## config.mk

```make
export PLATFORM = sky130hd
export DESIGN_NAME = dmem_burst_ctrl_flat
export DESIGN_NICKNAME = d
export VERILOG_FILES = /design/src/rtl/dmem_burst_if.sv /design/src/rtl/dmem_burst_ctrl.sv /design/src/flat_wrapper.sv
export SDC_FILE = /design/constraint.sdc
export NUM_CORES = 1
export LEC_CHECK = 0
export CELL_PAD_IN_SITES_DETAIL_PLACEMENT = 1
export CELL_PAD_IN_SITES_GLOBAL_PLACEMENT = 2
export CORE_ASPECT_RATIO = 0.7
export CORE_MARGIN = 2
export CORE_UTILIZATION = 30
export CTS_BUF_LIST = sky130_fd_sc_hd__clkbuf_8
export CTS_CLUSTER_DIAMETER = 50
export DETAILED_ROUTE_END_ITERATION = 8
export PLACE_DENSITY_LB_ADDON = 0.05
export SLEW_MARGIN = 20
export SYNTH_ARGS = -nofsm -noshare
export SYNTH_HDL_FRONTEND = slang
export SYNTH_SLANG_ARGS = --single-unit
```

## constraint.sdc

```tcl
create_clock -name clk -period 17.1 [get_ports clk]
set_input_delay 3.42 -clock clk [delete_from_list [all_inputs] [get_ports clk]]
set_output_delay 3.42 -clock clk [all_outputs]
set_load 0.02 [all_outputs]
```

## src/rtl/dmem_burst_if.sv

```systemverilog
// Command, write-data and read-data channels between a burst initiator client
// and dmem_burst_ctrl; master is the client side, slave is the controller.
interface dmem_burst_if #(
  parameter int ADDR_W = 4,
  parameter int DATA_W = 128
);
  logic              cmd_valid;
  logic              cmd_ready;
  logic              cmd_write;
  logic [ADDR_W-1:0] cmd_addr;
  logic [ADDR_W-1:0] cmd_len;

  logic              wr_valid;
  logic              wr_ready;
  logic [DATA_W-1:0] wr_data;

  logic              rd_valid;
  logic              rd_ready;
  logic [DATA_W-1:0] rd_data;

  modport master (
    output cmd_valid, cmd_write, cmd_addr, cmd_len, wr_valid, wr_data, rd_ready,
    input  cmd_ready, wr_ready, rd_valid, rd_data
  );

  modport slave (
    input  cmd_valid, cmd_write, cmd_addr, cmd_len, wr_valid, wr_data, rd_ready,
    output cmd_ready, wr_ready, rd_valid, rd_data
  );
endinterface

```

## src/rtl/dmem_burst_ctrl.sv

```systemverilog
// Burst initiator for one port of an SRAM2RW16x32-based data memory: streams
// write bursts into the SRAM and returns read bursts through a 2-entry buffer.
module dmem_burst_ctrl #(
  parameter int ADDR_W = 4,
  parameter int DATA_W = 128
) (
  input  logic              clk,
  input  logic              rst,
  dmem_burst_if.slave       bus,
  output logic              busy,
  output logic              done,
  output logic              mem_csb,
  output logic              mem_web,
  output logic              mem_oeb,
  output logic [ADDR_W-1:0] mem_a,
  output logic [DATA_W-1:0] mem_i,
  input  logic [DATA_W-1:0] mem_o
);

  typedef enum logic [1:0] {IDLE, WR, RD, DRAIN} state_t;

  state_t            state, state_nxt;
  logic [ADDR_W-1:0] addr, len, beat;
  logic              inflight, done_q;
  logic [DATA_W-1:0] fifo_mem [2];
  logic              wptr, rptr;
  logic [1:0]        fifo_cnt;

  logic              cmd_fire, wr_fire, issue, finish;
  logic              push, pop, last;
  logic [2:0]        occ;

  assign last = (beat == len);
  assign push = inflight;
  assign pop  = bus.rd_valid & bus.rd_ready;
  // Words owned after this cycle's pop; one more issue is allowed while below 2.
  assign occ  = {1'b0, fifo_cnt} + {2'b00, inflight} - {2'b00, pop};

  // NOTE: every output of this block gets a default first so no path leaves a
  // signal unassigned and no latch is inferred.
  always_comb begin
    state_nxt     = state;
    cmd_fire      = 1'b0;
    wr_fire       = 1'b0;
    issue         = 1'b0;
    finish        = 1'b0;
    bus.cmd_ready = 1'b0;
    bus.wr_ready  = 1'b0;
    if (!rst) begin
      case (state)
        IDLE: begin
          bus.cmd_ready = 1'b1;
          cmd_fire      = bus.cmd_valid;
          if (bus.cmd_valid) state_nxt = bus.cmd_write ? WR : RD;
        end
        WR: begin
          bus.wr_ready = 1'b1;
          wr_fire      = bus.wr_valid;
          if (bus.wr_valid && last) begin
            state_nxt = IDLE;
            finish    = 1'b1;
          end
        end
        RD: begin
          issue = (occ < 3'd2);
          if (issue && last) state_nxt = DRAIN;
        end
        DRAIN: begin
          if (!inflight && (fifo_cnt - {1'b0, pop}) == 2'd0) begin
            state_nxt = IDLE;
            finish    = 1'b1;
          end
        end
        default: state_nxt = IDLE;
      endcase
    end
  end

  assign mem_csb     = ~(wr_fire | issue);
  assign mem_web     = ~wr_fire;
  assign mem_oeb     = ~(inflight & ~rst);
  assign mem_a       = addr;
  assign mem_i       = bus.wr_data;
  assign busy        = (state != IDLE) & ~rst;
  assign done        = done_q & ~rst;
  assign bus.rd_valid = (fifo_cnt != 2'd0) & ~rst;
  assign bus.rd_data  = fifo_mem[rptr];

  // NOTE: state registers use non-blocking assignments so every flop samples
  // the pre-edge values regardless of process ordering.
  always_ff @(posedge clk) begin
    if (rst) begin
      state    <= IDLE;
      addr     <= '0;
      len      <= '0;
      beat     <= '0;
      inflight <= 1'b0;
      done_q   <= 1'b0;
      wptr     <= 1'b0;
      rptr     <= 1'b0;
      fifo_cnt <= 2'd0;
    end else begin
      state    <= state_nxt;
      done_q   <= finish;
      inflight <= issue;
      if (cmd_fire) begin
        addr <= bus.cmd_addr;
        len  <= bus.cmd_len;
        beat <= '0;
      end else if (wr_fire || issue) begin
        addr <= addr + ADDR_W'(1);
        beat <= beat + ADDR_W'(1);
      end
      if (push) wptr <= ~wptr;
      if (pop)  rptr <= ~rptr;
      fifo_cnt <= fifo_cnt + 2'(push) - 2'(pop);
    end
  end

  // NOTE: buffer storage has no reset; fifo_cnt alone decides what is valid,
  // so clearing the data words would only cost reset fan-out.
  always_ff @(posedge clk) begin
    if (push && !rst) fifo_mem[wptr] <= mem_o;
  end

endmodule

```

## src/flat_wrapper.sv

```systemverilog
// flat-port wrapper written by rule: the top's interface ports become plain ports
module dmem_burst_ctrl_flat 
#(
  parameter int ADDR_W = 4,
  parameter int DATA_W = 128
)
  (clk, rst, busy, done, mem_csb, mem_web, mem_oeb, mem_a, mem_i, mem_o, bus_cmd_valid, bus_cmd_write, bus_cmd_addr, bus_cmd_len, bus_wr_valid, bus_wr_data, bus_rd_ready, bus_cmd_ready, bus_wr_ready, bus_rd_valid, bus_rd_data);
  dmem_burst_if #(.ADDR_W(ADDR_W), .DATA_W(DATA_W)) bus_i ();
  input  logic clk;
  input  logic rst;
  output logic busy;
  output logic done;
  output logic mem_csb;
  output logic mem_web;
  output logic mem_oeb;
  output logic [ADDR_W-1:0] mem_a;
  output logic [DATA_W-1:0] mem_i;
  input  logic [DATA_W-1:0] mem_o;
  input wire logic [$bits(bus_i.cmd_valid)-1:0] bus_cmd_valid;
  input wire logic [$bits(bus_i.cmd_write)-1:0] bus_cmd_write;
  input wire logic [$bits(bus_i.cmd_addr)-1:0] bus_cmd_addr;
  input wire logic [$bits(bus_i.cmd_len)-1:0] bus_cmd_len;
  input wire logic [$bits(bus_i.wr_valid)-1:0] bus_wr_valid;
  input wire logic [$bits(bus_i.wr_data)-1:0] bus_wr_data;
  input wire logic [$bits(bus_i.rd_ready)-1:0] bus_rd_ready;
  output wire logic [$bits(bus_i.cmd_ready)-1:0] bus_cmd_ready;
  output wire logic [$bits(bus_i.wr_ready)-1:0] bus_wr_ready;
  output wire logic [$bits(bus_i.rd_valid)-1:0] bus_rd_valid;
  output wire logic [$bits(bus_i.rd_data)-1:0] bus_rd_data;
  assign bus_i.cmd_valid = bus_cmd_valid;
  assign bus_i.cmd_write = bus_cmd_write;
  assign bus_i.cmd_addr = bus_cmd_addr;
  assign bus_i.cmd_len = bus_cmd_len;
  assign bus_i.wr_valid = bus_wr_valid;
  assign bus_i.wr_data = bus_wr_data;
  assign bus_i.rd_ready = bus_rd_ready;
  assign bus_cmd_ready = bus_i.cmd_ready;
  assign bus_wr_ready = bus_i.wr_ready;
  assign bus_rd_valid = bus_i.rd_valid;
  assign bus_rd_data = bus_i.rd_data;
  dmem_burst_ctrl #(.ADDR_W(ADDR_W), .DATA_W(DATA_W)) u_core (.clk(clk), .rst(rst), .bus(bus_i), .busy(busy), .done(done), .mem_csb(mem_csb), .mem_web(mem_web), .mem_oeb(mem_oeb), .mem_a(mem_a), .mem_i(mem_i), .mem_o(mem_o));
endmodule
```

* Word level (Yosys, flattened, before mapping)
Memory sizes are Yosys's and may differ from the RTL's. A register that Yosys moved wholly into a read port is not among the register bits. Index checks and enable logic that the tools add are counted.
Word-level totals: register bits after elaboration 20, bits in latches 0, bits in writable memories 256, memory bits (read-only) 0, input port bits 270, output and inout bits 268, logic and storage cells 77, memories 1
Memories:
- u_core.fifo_mem | words 2, width 128, rd ports 1, clocked after memory_dff 1, wr ports 1, RTL line dmem_burst_ctrl.sv:25 | logic [DATA_W-1:0] fifo_mem [2];
Operators by class: add/sub/neg operators 7, multiply operators 0, divide/modulo/power cells 0, magnitude comparators 1, equality and inequality tests 8, shift operators 0, muxes and demuxes 25, bitwise operators 12, reductions and logical operators 14
Operators by type and width (count):
- 1-bit two-way mux | 16
- 2-bit two-way mux | 5
- 4-bit by 1-bit adder with 4-bit output, second input constant | 2
- 4-bit two-way mux | 2
- 2-bit one-hot mux with 4 select lines | 1
- 2-bit by 1-bit != test with 1-bit output, second input constant | 3
- 1-bit NOT | 6
- 2-bit nonzero test | 3
- 1-bit bitwise AND | 5
- 2-bit == test, second input constant | 2
- 4-bit == test | 1
- 1-bit logical AND | 4
- 2-bit zero test | 2
- 4-bit AND reduction | 1
- 2-bit by 1-bit subtractor with 2-bit output | 2
- 2-bit by 1-bit adder with 3-bit output | 1
- 3-bit by 2-bit less-than comparator with 1-bit output, second input constant | 1
- 3-bit by 1-bit subtractor with 3-bit output | 1
- 2-bit by 1-bit adder with 2-bit output | 1
- 2-bit by 1-bit == test with 1-bit output, second input constant | 1
- 1-bit zero test | 2
- 2-bit != test, second input constant | 1
- 1-bit one-hot mux with 2 select lines | 1
- 2-bit OR reduction | 1
- 2 further kinds | 2

* Logic depth before layout (Yosys ltp)
Gate-level depths: netlist of the first run.
depth after elaboration 10, mapped depth 12, depth with buffers taken out 10

* Worst setup path after synthesis of the first run
No wires, ideal clock.
path type input to register, start point in rst, end point mem u_core.fifo_mem[0][0], enable pin, library setup time 0.617 ns, arrival 9.272 ns, data required time 16.483 ns, path slack 7.211 ns, stages on the path 4, path buffers 1, cell sequence clkbuf_1 inv_1 nand2_1 nor2_1
On the way: word-level cells in the longest chain between the ends 4
Ends and longest elaborated chain:
- start: declaration | RTL line flat_wrapper.sv:10 | input logic rst;
- 1-bit zero test
- 1-bit logical AND | RTL line dmem_burst_ctrl.sv:123 | if (push && !rst) fifo_mem[wptr] <= mem_o;
- 1-bit two-way mux | RTL line dmem_burst_ctrl.sv:123
- 1-bit two-way mux (not written as such) | RTL line dmem_burst_ctrl.sv:123
- end: declaration | RTL line dmem_burst_ctrl.sv:25
Every way passes these cells.

* Final worst setup path of the first run
start point in rst, end point out mem_csb
On the way: word-level cells in the longest chain between the ends 9, elaborated cells on any way between the ends 10, classes of those cells 1 x add/sub; 1 x order compare; 3 x mux; 5 x bitwise
Ends and longest elaborated chain:
- 1-bit NOT | RTL line dmem_burst_ctrl.sv:86 | assign bus.rd_valid = (fifo_cnt != 2'd0) & ~rst;
- 1-bit bitwise AND | RTL line dmem_burst_ctrl.sv:86
- 1-bit bitwise AND | RTL line dmem_burst_ctrl.sv:35 | assign pop = bus.rd_valid & bus.rd_ready;
- net u_core.pop | RTL line dmem_burst_ctrl.sv:30 | logic push, pop, last;
- 3-bit by 1-bit subtractor with 3-bit output | RTL line dmem_burst_ctrl.sv:37 | assign occ = {1'b0, fifo_cnt} + {2'b00, inflight} - {2'b00, pop};
- net u_core.occ[1] | RTL line dmem_burst_ctrl.sv:31 | logic [2:0] occ;
- 3-bit by 2-bit less-than comparator with 1-bit output | RTL line dmem_burst_ctrl.sv:65 | issue = (occ < 3'd2);
- 1-bit two-way mux | RTL line dmem_burst_ctrl.sv:50 | case (state)
- 1-bit two-way mux | RTL line dmem_burst_ctrl.sv:49 | if (!rst) begin
- 1-bit OR | RTL line dmem_burst_ctrl.sv:79 | assign mem_csb = ~(wr_fire | issue);
- 1-bit NOT | RTL line dmem_burst_ctrl.sv:79
- end: declaration | RTL line flat_wrapper.sv:13 | output logic mem_csb;
The timed path passes the listed nets, and every way through them passes these cells.

==> impl_results.html, run 1 <==
<table>
<tr><th>Metric</th><th>Value</th></tr>
<tr><th colspan="2">Drt</th></tr>
<tr><td>Total Wirelength</td><td>29.5 mm</td></tr>
<tr><td>DRC violations left</td><td>0</td></tr>
<tr><td>Via/cell ratio</td><td>4.45</td></tr>
<tr><td>Count of TritonRoute iterations in the first routing pass</td><td>4</td></tr>
<tr><td>Via count</td><td>6060</td></tr>
<tr><td>1st-iter DRT viols</td><td>234</td></tr>
<tr><td>Number of nets still failing antenna checks after routing</td><td>0</td></tr>
<tr><td>Wire length per cell after detailed routing</td><td>21.6 µm</td></tr>
<tr><th colspan="2">Setup path</th></tr>
<tr><td>Worst Setup Start Kind</td><td>input pin</td></tr>
<tr><td>Sort of element at the end of the critical path</td><td>primary output</td></tr>
<tr><td>Category of the critical setup timing path</td><td>in2out</td></tr>
<tr><td>Data arrival time of the worst path</td><td>6.59 ns</td></tr>
<tr><td>Maximum fanout along the worst path</td><td>27</td></tr>
<tr><td>Critical Path RT</td><td>13.68 ns</td></tr>
<tr><th colspan="2">Synth</th></tr>
<tr><td>Synthesized cell area</td><td>11200 µm²</td></tr>
<tr><td>Most common flop cell mapped by yosys</td><td>edfxtp_1</td></tr>
<tr><td>Synth Instances</td><td>647</td></tr>
<tr><td>Yosys warning count</td><td>0</td></tr>
<tr><td>Post-synthesis register bit count</td><td>277</td></tr>
<tr><td>Count of unique library cells instantiated by Yosys</td><td>43</td></tr>
<tr><td>Share of flip-flops with an asynchronous set or reset after synthesis</td><td>0%</td></tr>
<tr><td>Post-Synthesis Mean Instance Area</td><td>17.3 µm²</td></tr>
<tr><td>Synthesized netlist net count</td><td>922</td></tr>
<tr><td>Portion of the post-synthesis area used by sequential elements</td><td>72.3%</td></tr>
<tr><td>EDFF count, synth</td><td>256</td></tr>
<tr><th colspan="2">STA</th></tr>
<tr><td>Portion of the clock cycle consumed by the worst path in the final layout</td><td>58.5%</td></tr>
<tr><td>Slew @ Worst Pin</td><td>1.00 ns</td></tr>
<tr><td>Setup repair after global routing missed its margin</td><td>no</td></tr>
<tr><td>Worst slew slack as a fraction of its limit</td><td>33.0%</td></tr>
<tr><td>Tmin final</td><td>10.01 ns</td></tr>
<tr><td>Setup slack of the critical path after layout</td><td>7.09 ns</td></tr>
<tr><td>Setup skew after layout</td><td>0.0134 ns</td></tr>
<tr><td>Number of hold violations in the final report</td><td>0</td></tr>
<tr><td>Final count of pins violating max slew</td><td>0</td></tr>
<tr><td>Final TNS setup</td><td>0 ns</td></tr>
<tr><td>Final setup violation count</td><td>0</td></tr>
<tr><td>Max Fclk</td><td>99.9 MHz</td></tr>
<tr><th colspan="2">Die</th></tr>
<tr><td>Floorplan Core Area</td><td>37000 µm²</td></tr>
<tr><td>Die W</td><td>235 µm</td></tr>
<tr><td>Top-level I/O count</td><td>538</td></tr>
<tr><td>Placement row count</td><td>59</td></tr>
<tr><td>Initial Util</td><td>30.3%</td></tr>
<tr><td>Die Area</td><td>39000 µm²</td></tr>
<tr><td>Vert. Die Dim</td><td>166 µm</td></tr>
<tr><th colspan="2">Global route</th></tr>
<tr><td>Wire length of the first global-routing pass</td><td>43.6 mm</td></tr>
<tr><td>Antenna violations before repair</td><td>4</td></tr>
<tr><td>Number of global-route vias before repair</td><td>6767</td></tr>
<tr><td>Total routing resource utilization after global routing</td><td>14.7%</td></tr>
<tr><td>Leftover overflow at the end of global routing</td><td>0</td></tr>
<tr><td>Largest net degree at the start of global routing</td><td>70</td></tr>
<tr><th colspan="2">Pwr</th></tr>
<tr><td>Leakage power figure</td><td>4.82 nW</td></tr>
<tr><td>Worst IR drop on VDD</td><td>0.0527 mV</td></tr>
<tr><td>Clock Power Share</td><td>34.8%</td></tr>
<tr><td>Switching part of the total</td><td>25.1%</td></tr>
<tr><td>Combinational group share of total power</td><td>14.4%</td></tr>
<tr><td>Internal power consumption</td><td>1.15 mW</td></tr>
<tr><td>Power per standard cell area</td><td>105 nW/µm²</td></tr>
<tr><td>Net switching component of the power</td><td>0.386 mW</td></tr>
<tr><td>Sequential cell fraction of total power</td><td>50.8%</td></tr>
<tr><td>Post-layout total power</td><td>1.53 mW</td></tr>
<tr><th colspan="2">Clocking</th></tr>
<tr><td>Clock net sink count</td><td>277</td></tr>
<tr><td>H-tree Lvls</td><td>2</td></tr>
<tr><td>Number of gates resized after CTS</td><td>0</td></tr>
<tr><td>Clock slew at the register clock pins of the worst setup and hold paths</td><td>0.06 ns</td></tr>
<tr><td>Clk root buf</td><td>clkbuf_8</td></tr>
<tr><td>Clock buffer count from CTS</td><td>47</td></tr>
<tr><td>Number of setup buffers added after CTS</td><td>0</td></tr>
<tr><td>Quantity of hold-fixing buffers added after cts</td><td>0</td></tr>
<tr><td>Clock tree from TritonCTS</td><td>done</td></tr>
<tr><td>Worst-case clock buffer depth</td><td>3</td></tr>
<tr><td>Skew-Pair Late Insertion Delay</td><td>0.56 ns</td></tr>
<tr><th colspan="2">Layout</th></tr>
<tr><td>Count of fill cells added during filler insertion</td><td>3669</td></tr>
<tr><td>Most frequent cells in the layout</td><td>281 x clkdlybuf4s50_1, 256 x edfxtp_1, 128 x mux2_2</td></tr>
<tr><td>Combined flip-flop and latch cell area</td><td>8110 µm²</td></tr>
<tr><td>Area taken by multi-input logic gates</td><td>2040 µm²</td></tr>
<tr><td>Share of post-route cells with drive strength above 1</td><td>23.1%</td></tr>
<tr><td>Final #Nets</td><td>1111</td></tr>
<tr><td>Core occupancy in the finished layout</td><td>39.3%</td></tr>
<tr><td>Leading cell type in the layout, fill and taps excluded</td><td>clkdlybuf4s50_1</td></tr>
<tr><td>Post-synthesis to final-layout area growth</td><td>29.7%</td></tr>
<tr><th colspan="2">Placed design</th></tr>
<tr><td>DP Worst Slack</td><td>7.07 ns</td></tr>
<tr><td>Number of input and output port buffers inserted</td><td>281</td></tr>
<tr><td>Routability-driven placement congestion ratio</td><td>0.723</td></tr>
<tr><td>Detailed-placement wirelength estimate</td><td>20.0 mm</td></tr>
<tr><th colspan="2">Flow run</th></tr>
<tr><td>Reported max-cap violation count</td><td>0</td></tr>
<tr><th colspan="2">Hold path</th></tr>
<tr><td>Path category of the worst min-delay check</td><td>reg2reg</td></tr>
<tr><th colspan="2">Run status</th></tr>
<tr><td>Run status</td><td>completed</td></tr>
</table>
[path summary, 6_finish.rpt]
path                            from              end  slack [ns]  cells past startpoint
setup / recovery                 rst          mem_csb        7.09                     13
hold reg to reg       u_core.beat[3]   u_core.beat[3]        0.50                      2
hold / removal        u_core.beat[3]   u_core.beat[3]        0.50                      2
setup reg to reg  u_core.fifo_cnt[1]  u_core.mem_a[3]       14.03                     10
[power by group through the flow]
stage	logic (mW)	clock network, mW	registers (mW)
finish	0.221	0.534	0.779
global route	0.236	0.592	0.782
CTS	0.224	0.564	0.780
detailed placement	0.222	0	0.794
global placement	0.220	0	0.793
floorplan	0.154	0	0.790
[metal layers]
layer / wire length (µm) / global-route usage, % / share of wire (%) / up-vias
met1: 12100 / 17.5 / 41 / 2961
met4: 526 / 4.13 / 1.8 / 4
met5: 21 / 0.364 / 0.071 / -
met3: 4080 / 10.0 / 14 / 57
met2: 12700 / 21.5 / 43 / 361
li1: - / - / - / 2677
[Yosys cell counts, types with 3 or more instances]
| cell | n | area share (%) |
|---|---|---|
| a21oi_1 | 7 | 0.31 |
| a31oi_1 | 4 | 0.22 |
| buf_4 | 128 | 8.6 |
| clkbuf_1 | 16 | 0.54 |
| dfxtp_1 | 21 | 3.7 |
| edfxtp_1 | 256 | 69 |
| ha_1 | 4 | 0.45 |
| inv_1 | 10 | 0.33 |
| mux2_2 | 128 | 13 |
| mux2i_1 | 4 | 0.36 |
| nand2_1 | 3 | 0.10 |
| nand3_1 | 4 | 0.18 |
| nor2_1 | 13 | 0.43 |
| nor2b_1 | 3 | 0.17 |
| nor3_1 | 3 | 0.13 |
| o21ai_1 | 3 | 0.13 |
| or3_1 | 3 | 0.17 |
| xor2_1 | 4 | 0.31 |
[worst max-delay path: stages]
cell and delay (ns):
clkdlybuf4s50_1 0.46, buf_4 0.28, nand2b_1 0.22, nor2_1 0.09, ha_1 0.28, inv_1 0.04
ha_1 0.18, fa_1 0.50, and2b_1 0.22, nand3_1 0.09, nor2_1 0.05, a21oi_1 0.13
clkdlybuf4s50_1 0.62
[registers in the layout, indices dropped and copies added (netlist names), named ones only]
register	count
u_core.fifo_mem	256
u_core.beat	4
u_core.len	4
u_core.mem_a	4
u_core.fifo_cnt	2
u_core.state	2
u_core.done_q	1
u_core.inflight	1
u_core.rptr	1
u_core.wptr	1
[cells by family after synthesis]
logic type	share of synthesized area, %
buf+inv	9.62
flops	72.3
mux	13.2
simple gates	1.75
fa+ha+maj	0.625
compound gates	1.92
xor+xnor	0.613
[final cells by class]
class,instances,share of cell area [%]
inverter,11,0.284
multi-input combinational,211,14.1
clock buffer,50,4.73
antenna,2,0.0344
clock inverter,35,1.04
timing repair buffer,288,19.9
tap,488,4.20
sequential,277,55.7
[per-stage QoR]
stage                     instance area (µm²)  instances  hold WS [ns]
after floorplan                         11200        647         0.463
after global placement                  13700       1273         0.487
after detailed placement                13700       1273         0.491
after CTS                               14500       1358         0.499
after global routing                    14500       1360         0.516
final                                   14600       1362         0.499
Power figures use the tool's default switching activity.
==> inputs of run 2 (changes only) <==
Settings changed: CORE_UTILIZATION 30 to 27.
Clock period 17.1 ns to 9.5 ns, I/O delays scaled along.
==> run 2 against run 1 <==
Sequential share of layout area down 0.23 points. Hold slack lost 0.0085 ns. Clock skew increased by 0.0020 ns. Critical path type unchanged. Via count down 2.0%. Sequential cell count did not move.
==> impl_results.html, run 2 (same netlist as run 1, synthesis figures left out) <==
<table>
<tr><th>Metric</th><th>Value</th></tr>
<tr><th colspan="2">Run status</th></tr>
<tr><td>Run status</td><td>completed</td></tr>
<tr><th colspan="2">Die</th></tr>
<tr><td>Die W</td><td>248 µm</td></tr>
<tr><td>Top-level I/O count</td><td>538</td></tr>
<tr><td>Initial Util</td><td>27.3%</td></tr>
<tr><td>Floorplan Core Area</td><td>41000 µm²</td></tr>
<tr><td>Die Area</td><td>43200 µm²</td></tr>
<tr><td>Vert. Die Dim</td><td>175 µm</td></tr>
<tr><td>Placement row count</td><td>62</td></tr>
<tr><th colspan="2">Setup path</th></tr>
<tr><td>Largest delay contributor family on the critical path</td><td>buffers and inverters</td></tr>
<tr><td>Sort of element at the end of the critical path</td><td>primary output</td></tr>
<tr><td>Critical Path RT</td><td>7.60 ns</td></tr>
<tr><td>Category of the critical setup timing path</td><td>in2out</td></tr>
<tr><td>Worst Setup Start Kind</td><td>input pin</td></tr>
<tr><td>Maximum fanout along the worst path</td><td>27</td></tr>
<tr><td>Flop-to-flop setup slack</td><td>6.38 ns</td></tr>
<tr><td>Critical path's largest stage delay</td><td>0.63 ns</td></tr>
<tr><td>Cell Chain, Critical Path</td><td>clkdlybuf4s50_1 &gt; buf_4 &gt; nand2b_1 &gt; nor2_1 &gt; ha_1 &gt; inv_1 &gt; ha_1 &gt; fa_1 &gt; and2b_1 &gt; nand3_1 &gt; nor2_1 &gt; a21oi_1 &gt; clkdlybuf4s50_1</td></tr>
<tr><td>Critical path's slowest cell</td><td>clkdlybuf4s50_1</td></tr>
<tr><td>Buf/Inv on CP</td><td>4</td></tr>
<tr><td>Data arrival time of the worst path</td><td>5.08 ns</td></tr>
<tr><th colspan="2">Global route</th></tr>
<tr><td>Total routing resource utilization after global routing</td><td>12.7%</td></tr>
<tr><td>Largest net degree at the start of global routing</td><td>100</td></tr>
<tr><td>Number of global-route vias before repair</td><td>6623</td></tr>
<tr><td>Antenna violations before repair</td><td>0</td></tr>
<tr><td>Wire length of the first global-routing pass</td><td>41.4 mm</td></tr>
<tr><td>Leftover overflow at the end of global routing</td><td>0</td></tr>
<tr><th colspan="2">Drt</th></tr>
<tr><td>Wire length per cell after detailed routing</td><td>20.0 µm</td></tr>
<tr><td>Via/cell ratio</td><td>4.21</td></tr>
<tr><td>Via count</td><td>5941</td></tr>
<tr><td>Total Wirelength</td><td>28.2 mm</td></tr>
<tr><td>DRC violations left</td><td>0</td></tr>
<tr><td>Count of TritonRoute iterations in the first routing pass</td><td>4</td></tr>
<tr><td>Number of nets still failing antenna checks after routing</td><td>0</td></tr>
<tr><td>1st-iter DRT viols</td><td>195</td></tr>
<tr><th colspan="2">STA</th></tr>
<tr><td>Portion of the clock cycle consumed by the worst path in the final layout</td><td>73.5%</td></tr>
<tr><td>Worst-case hold slack</td><td>0.490 ns</td></tr>
<tr><td>Final TNS setup</td><td>0 ns</td></tr>
<tr><td>Worst slew slack as a fraction of its limit</td><td>32.3%</td></tr>
<tr><td>Max Fclk</td><td>143 MHz</td></tr>
<tr><td>Slew @ Worst Pin</td><td>1.01 ns</td></tr>
<tr><td>Setup skew after layout</td><td>0.0154 ns</td></tr>
<tr><td>Final count of pins violating max slew</td><td>0</td></tr>
<tr><td>Tmin final</td><td>6.98 ns</td></tr>
<tr><td>Setup repair after global routing missed its margin</td><td>no</td></tr>
<tr><td>Number of hold violations in the final report</td><td>0</td></tr>
<tr><td>Final setup violation count</td><td>0</td></tr>
<tr><th colspan="2">Clocking</th></tr>
<tr><td>Quantity of hold-fixing buffers added after cts</td><td>0</td></tr>
<tr><td>H-tree Lvls</td><td>2</td></tr>
<tr><td>Clock buffer count from CTS</td><td>49</td></tr>
<tr><td>Number of setup buffers added after CTS</td><td>0</td></tr>
<tr><td>Clock net sink count</td><td>277</td></tr>
<tr><td>Clock slew at the register clock pins of the worst setup and hold paths</td><td>0.06 ns</td></tr>
<tr><td>Skew-Pair Late Insertion Delay</td><td>0.58 ns</td></tr>
<tr><td>Worst-case clock buffer depth</td><td>3</td></tr>
<tr><td>Number of gates resized after CTS</td><td>0</td></tr>
<tr><td>Clock tree from TritonCTS</td><td>done</td></tr>
<tr><td>Clk root buf</td><td>clkbuf_8</td></tr>
<tr><th colspan="2">Layout</th></tr>
<tr><td>Biggest register</td><td>u_core.fifo_mem</td></tr>
<tr><td>Leading cell type in the layout, fill and taps excluded</td><td>clkdlybuf4s50_1</td></tr>
<tr><td>Most frequent cells in the layout</td><td>281 x clkdlybuf4s50_1, 256 x edfxtp_1, 128 x mux2_2</td></tr>
<tr><td>Share of post-route cells with drive strength above 1</td><td>23.2%</td></tr>
<tr><td>Post-synthesis to final-layout area growth</td><td>30.2%</td></tr>
<tr><td>Number of flip-flops in the largest register</td><td>256</td></tr>
<tr><td>Final #Nets</td><td>1110</td></tr>
<tr><td>Total inserted antenna cells</td><td>0</td></tr>
<tr><th colspan="2">Placed design</th></tr>
<tr><td>Routability-driven placement congestion ratio</td><td>0.726</td></tr>
<tr><td>Number of input and output port buffers inserted</td><td>281</td></tr>
<tr><td>Detailed-placement wirelength estimate</td><td>18.8 mm</td></tr>
<tr><th colspan="2">Pwr</th></tr>
<tr><td>Power per standard cell area</td><td>192 nW/µm²</td></tr>
<tr><td>Worst IR drop on VDD</td><td>0.0897 mV</td></tr>
<tr><td>Leakage power figure</td><td>4.79 nW</td></tr>
<tr><th colspan="2">Flow run</th></tr>
<tr><td>Reported max-cap violation count</td><td>0</td></tr>
<tr><th colspan="2">Hold path</th></tr>
<tr><td>Path category of the worst min-delay check</td><td>reg2reg</td></tr>
</table>
==> run 2: cell types whose count changed in the layout (fill, tap and decap cells not counted), sizes merged <==
cell    delta
inv        -5
buf        -3
diode      -2
bufinv     +1
clkbuf     +1
==> run 2: metal layers <==
metal,wire (µm),vias up,track usage (%)
li1,-,2662,-
met1,11100,2918,15.0
met2,13200,317,20.1
met3,3280,44,6.86
met4,527,0,3.64
met5,0,-,0
==> run 2: cell type report <==
cell class	instances	area [µm²]
timing repair buffer	285	2860
inverter	11	41.3
tap	544	681
clock inverter	31	171
clock buffer	51	702
sequential	277	8110
multi-input combinational	211	2040
fill	4153	26400
==> run 2: worst reg2reg max path, stage by stage (launching register included) <==
cell and delay (ns):
dfxtp_1 0.38, nor2_1 0.21, nor2_1 0.10, ha_1 0.29, inv_1 0.04, ha_1 0.18
fa_1 0.51, and2b_1 0.22, a31oi_2 0.62, o21ai_0 0.20, a311oi_1 0.29
==> run 2: final timing paths <==
check / startpoint / endpoint / depth (start not counted)
max: rst / mem_csb / 13
min: u_core.beat[3] / u_core.beat[3] / 2
max reg2reg: u_core.fifo_cnt[1] / u_core.mem_a[3] / 10
min reg2reg: u_core.beat[3] / u_core.beat[3] / 2
==> run 2: where the power goes <==
part / internal (mW) / switching [mW] / total (mW)
sequential: 1.37 / 0.0282 / 1.40
combinational: 0.206 / 0.188 / 0.394
clock: 0.524 / 0.486 / 1.01
==> run 2: per-stage QoR <==
step | instances | power [mW] | area [µm²] | setup WS [ns] | utilization, %
5_1_grt | 1410 | 2.94 | 14600 | 2.31 | 35.6
3_3_place_gp | 1328 | 1.82 | 13700 | 2.52 | 33.5
2_1_floorplan | 647 | 1.70 | 11200 | 1.13 | -
4_1_cts | 1410 | 2.87 | 14600 | 2.46 | 35.6
3_5_place_dp | 1328 | 1.83 | 13700 | 2.49 | 33.5
6_report | 1410 | 2.81 | 14600 | 2.52 | 35.6
